File: config.mk
export PLATFORM = sky130hd
export DESIGN_NAME = adder_share_ctrl
export DESIGN_NICKNAME = d
export VERILOG_FILES = /design/src/rtl/adder_share_ctrl.sv
export SDC_FILE = /design/constraint.sdc
export NUM_CORES = 1
export LEC_CHECK = 0
export BUFFER_PORTS_ARGS = -buffer_cell sky130_fd_sc_hd__buf_2
export CORE_ASPECT_RATIO = 1.5
export CORE_MARGIN = 2
export CORE_UTILIZATION = 55
export CTS_BUF_LIST = sky130_fd_sc_hd__clkbuf_16
export CTS_CLUSTER_DIAMETER = 200
export CTS_CLUSTER_SIZE = 10
export DETAILED_ROUTE_END_ITERATION = 12
export HOLD_SLACK_MARGIN = 0.02
export PLACE_DENSITY_LB_ADDON = 0.25
export SETUP_SLACK_MARGIN = 0.4
export SYNTH_ARGS = -nofsm -noshare
export SYNTH_HDL_FRONTEND = slang
export SYNTH_SLANG_ARGS = --single-unit
File: constraint.sdc
create_clock -name clk -period 4.95 [get_ports clk]
set_input_delay 0.2475 -clock clk [delete_from_list [all_inputs] [get_ports clk]]
set_output_delay 0.2475 -clock clk [all_outputs]
set_load 0.02 [all_outputs]
File: src/rtl/adder_share_ctrl.sv
// Round-robin controller time-sharing one external combinational adder between N_REQ requesters.
// Optional saturating overflow counter built only with ADDER_SHARE_CTRL_OVF_CNT_EN defined.
module adder_share_ctrl #(
  parameter int N_REQ = 4,
  parameter int W     = 8,
  parameter int IDW   = $clog2(N_REQ)
) (
  input  logic                 clk,
  input  logic                 rst_n,
  input  logic [N_REQ-1:0]     req_valid,
  output logic [N_REQ-1:0]     req_ready,
  input  logic [N_REQ*W-1:0]   req_a,
  input  logic [N_REQ*W-1:0]   req_b,
  output logic [W-1:0]         add_a,
  output logic [W-1:0]         add_b,
  input  logic [W:0]           add_sum,
  output logic                 rsp_valid,
  input  logic                 rsp_ready,
  output logic [W:0]           rsp_sum,
  output logic [IDW-1:0]       rsp_id,
  output logic [15:0]          ovf_cnt
);

  typedef enum logic [1:0] {
    ST_IDLE = 2'd0,
    ST_CALC = 2'd1,
    ST_RESP = 2'd2
  } state_t;

  state_t           r_state;
  logic [IDW-1:0]   r_ptr;
  logic [IDW-1:0]   r_id;
  logic [W-1:0]     r_add_a;
  logic [W-1:0]     r_add_b;
  logic             r_rsp_valid;
  logic [W:0]       r_rsp_sum;
  logic [IDW-1:0]   r_rsp_id;

  logic             w_found;
  logic [IDW-1:0]   w_grant;
  logic [W-1:0]     w_sel_a;
  logic [W-1:0]     w_sel_b;
  logic [N_REQ-1:0] w_ready;
  logic [IDW-1:0]   w_ptr_nxt;
  int               w_j;

  // First valid requester at or above r_ptr, wrapping past N_REQ-1.
  always_comb begin
    w_found = 1'b0;
    w_grant = '0;
    w_sel_a = '0;
    w_sel_b = '0;
    w_j     = 0;
    for (int k = 0; k < N_REQ; k++) begin
      w_j = int'(r_ptr) + k;
      if (w_j >= N_REQ) w_j = w_j - N_REQ;
      if (!w_found && req_valid[w_j]) begin
        w_found = 1'b1;
        w_grant = IDW'(w_j);
        w_sel_a = req_a[w_j*W +: W];
        w_sel_b = req_b[w_j*W +: W];
      end
    end
  end

  always_comb begin
    w_ready = '0;
    if (rst_n && (r_state == ST_IDLE) && w_found) w_ready[w_grant] = 1'b1;
  end

  assign w_ptr_nxt = (r_id == IDW'(N_REQ - 1)) ? '0 : r_id + IDW'(1);

  always_ff @(posedge clk) begin
    if (!rst_n) begin
      r_state     <= ST_IDLE;
      r_ptr       <= '0;
      r_id        <= '0;
      r_add_a     <= '0;
      r_add_b     <= '0;
      r_rsp_valid <= 1'b0;
      r_rsp_sum   <= '0;
      r_rsp_id    <= '0;
    end else begin
      case (r_state)
        ST_IDLE: begin
          if (w_found) begin
            r_add_a <= w_sel_a;
            r_add_b <= w_sel_b;
            r_id    <= w_grant;
            r_state <= ST_CALC;
          end
        end
        ST_CALC: begin
          r_rsp_sum   <= add_sum;
          r_rsp_id    <= r_id;
          r_rsp_valid <= 1'b1;
          r_state     <= ST_RESP;
        end
        ST_RESP: begin
          if (rsp_ready) begin
            r_rsp_valid <= 1'b0;
            r_ptr       <= w_ptr_nxt;
            r_state     <= ST_IDLE;
          end
        end
        default: r_state <= ST_IDLE;
      endcase
    end
  end

`ifdef ADDER_SHARE_CTRL_OVF_CNT_EN
  logic [15:0] r_ovf_cnt;

  always_ff @(posedge clk) begin
    if (!rst_n) begin
      r_ovf_cnt <= 16'h0000;
    end else if ((r_state == ST_RESP) && rsp_ready && r_rsp_sum[W] &&
                 (r_ovf_cnt != 16'hFFFF)) begin
      r_ovf_cnt <= r_ovf_cnt + 16'd1;
    end
  end

  assign ovf_cnt = r_ovf_cnt;
`else
  assign ovf_cnt = 16'h0000;
`endif

  assign req_ready = w_ready;
  assign add_a     = r_add_a;
  assign add_b     = r_add_b;
  assign rsp_valid = r_rsp_valid;
  assign rsp_sum   = r_rsp_sum;
  assign rsp_id    = r_rsp_id;

endmodule

==> results.toml <==
[status]
status = "completed"

[synthesis]
synth_cell_types = 45
syn_avg_cell_area_um2 = 9.90
yosys_warnings = 0
ys_seq_area_share_pct = 18.7
yosys-top-cells-count = "51 x mux2i_1, 36 x mux4_2, 34 x dfxtp_1"
synth-simple-area-share_pct = 9.47
syn_inst = 367
synth.area.top_cells = "mux4_2 22%, dfxtp_1 19%, mux2i_1 14%"
ys_ff_latch = 34
synth_top_area_share_pct = 22.3
synth-compound-area-share_pct = 22.7
synth_adder_area_share_pct = 2.07
synth_top_family_by_area = "multiplexers"
synth_largest_area_cell = "mux4_2"
synth_edf_count = 0
synth_area_um2 = 3630
synthMuxAreaShare_pct = 37.0
synth_xor_area_share_pct = 0
synthArstFlopShare_pct = 0
yosysMostFrequentCell = "mux2i_1"
synth-main-ff-cell = "dfxtp_1"

[worst_setup_path]
path_max_fanout = 35
end_kind = "output port"
cp_cell_sequence = "inv_2 > ha_2 > mux4_2 > nor2b_4 > o21ai_0 > and2_4 > and3_1 > buf_2"
path_class = "flop to output port"
crit_required_ns = 4.70
slowest_stage = "inv_2"
max_stage_delay_ns = 0.62
crit_buf_inv = 2
start_kind = "flop"
cp.arrival_ns = 3.43
cpLargestDelayFamily = "simple AND/OR/NAND/NOR gates"

[routing]
postRouteAntennaNets = 0
drc = 0
via_count = 3392
drt-pass1-iter-count = 7
vias_per_cell = 6.45
wl_um = 9250
drtIter0Drc = 128
wl_per_cell_um = 17.6

[power]
leakagePower_nw = 1.70
power_density_nw_per_um2 = 248
ir_drop_mv = 0.158

[floorplanning]
die_x_um = 70.4
num_io_pins = 128
die-area_um2 = 7280
core_area_um2 = 6440
die_h_um = 104
initial_utilization_pct = 56.4
rows = 36

[clock_tree]
hold_buffers = 0
numCtsBuffers = 5
clock-sinks = 34
postCtsSetupBuffers = 0
clockRootBuffer = "clkbuf_16"
cts_tree = "done"
post_cts_resized = 0
clk_latency_ns = 0.28
cts-htree-levels = 2
cts.clk_slew.worst_paths_ns = 0.06
cts_buffer_depth = 2

[timing]
slew_headroom_pct = 15.4
tightest_slew_ns = 1.23
fmax_mhz = 272
clock_skew_ns = 0.00571
final_hold_viol_count = 0
rsz0062_at_grt = "false"
period_share_pct = 74.4
fin_ws_ns = 1.27
report.final.setup_viol = 0
fin_crit_ns = 3.68
drv_slew = 0
finalSetupTns_ns = 0

[finish]
synthToLayoutAreaGrowth_pct = 15.2
num_antenna_cells = 0
drive_above_1_share_pct = 40.2
n_fill_cell = 543
fin_nets = 535

[run]
max_cap_viol_count = 0

[global_route]
track_usage_pct = 25.6
gr-total-overflow = 0
antenna_found_initial = 0
grt_pass1_vias = 3383
grt_pass1_wl_um = 15400
grt_max_degree = 59

[place]
gp_congestion = 0.819
dpl.hpwl_um = 6560
pre_cts_ws_ns = 1.49
port_buffers = 111

[hold_path]
hold_path.class = "input pin to flop"
## registers in the layout, indices dropped and copies added (netlist names)
register and count:
rsp_sum 9, add_a 8, add_b 8, r_id 2
r_ptr 2, r_state 2, rsp_id 2, rsp_valid 1
## worst register-to-register path: stages, from the launching register on
cell and delay, ns:
dfxtp_1 0.51, inv_2 0.39, ha_2 0.49, buf_4 0.48, mux2i_1 0.25, a31oi_1 0.10
a2bb2oi_1 0.19, a211oi_2 0.59, buf_4 0.28, a221o_1 0.15
## final cells by class
class	instances	area, um^2	share of cell area [%]
Sequential cell	34	684	16.4
Clock inverter	3	13.8	0.329
Tap cell	76	95.1	2.27
Clock buffer	5	125	2.99
Inverter	6	22.5	0.538
Multi-Input combinational cell	286	2650	63.3
Timing Repair Buffer	116	593	14.2
## logic make-up (layout without fill, tap and decap cells)
logic type | Yosys count | count (layout)
buffers and inverters | 62 | 130
other | 1 | 16
AND/OR/NAND/NOR | 66 | 66
multiplexers | 89 | 89
adder cells (fa/ha/maj) | 6 | 6
flip-flops | 34 | 34
AO/OA/AOI/OAI | 109 | 109
## worst paths after layout
check | from | to | slack, ns | depth (start not counted)
min reg2reg | rsp_sum[1] | rsp_sum[1] | 0.46 | 2
min | add_sum[6] | rsp_sum[6] | 0.21 | 3
max reg2reg | r_ptr[1] | add_b[3] | 1.45 | 9
max | r_ptr[1] | req_ready[0] | 1.27 | 8
## per-stage QoR
step	hold slack [ns]	cells	utilization, %	cell area, um^2	total power [W]
finish	0.214	526	65.0	4190	0.00104
global route	0.233	526	65.0	4190	0.00109
CTS	0.213	526	65.0	4190	0.00104
detailed placement	0.454	518	62.8	4050	0.000745
global placement	0.446	518	62.8	4050	0.000737
floorplan	0.392	382	-	3690	0.000641
## power by group
part	total [W]	leakage, nW	internal, W	switching (W)
clock network	0.000295	0.0748	0.000182	0.000112
registers	0.000333	0.281	0.000307	0.0000259
logic	0.000410	1.35	0.000177	0.000233
total	0.00104	1.70	0.000666	0.000372
## per-layer routing
layer	track usage [%]	wire [um]	vias to the layer above
met3	3.89	624	28
met4	14.1	312	0
met1	29.5	3510	1610
met2	44.3	4800	165
li1	-	-	1589
met5	0	0	-
## placed cells by master (no fill, tap or decap), types with 2 or more instances in the layout
cell type,n
nor3b_1,2
buf_2,111
a211oi_1,16
clkbuf_16,5
a221o_1,16
a21oi_2,10
nor3_1,18
inv_1,6
a21oi_1,11
mux4_2,36
nor4_1,2
clkinv_2,2
nand2_1,26
and3_1,2
mux2i_1,51
nor3_2,2
buf_4,5
ha_1,5
o21ai_0,19
nor2b_1,5
a21boi_0,11
o221ai_1,16
dfxtp_1,33
mux2_2,2
nand2b_1,2
conb_1,16
No activity file was read; power rests on OpenSTA's default activity.
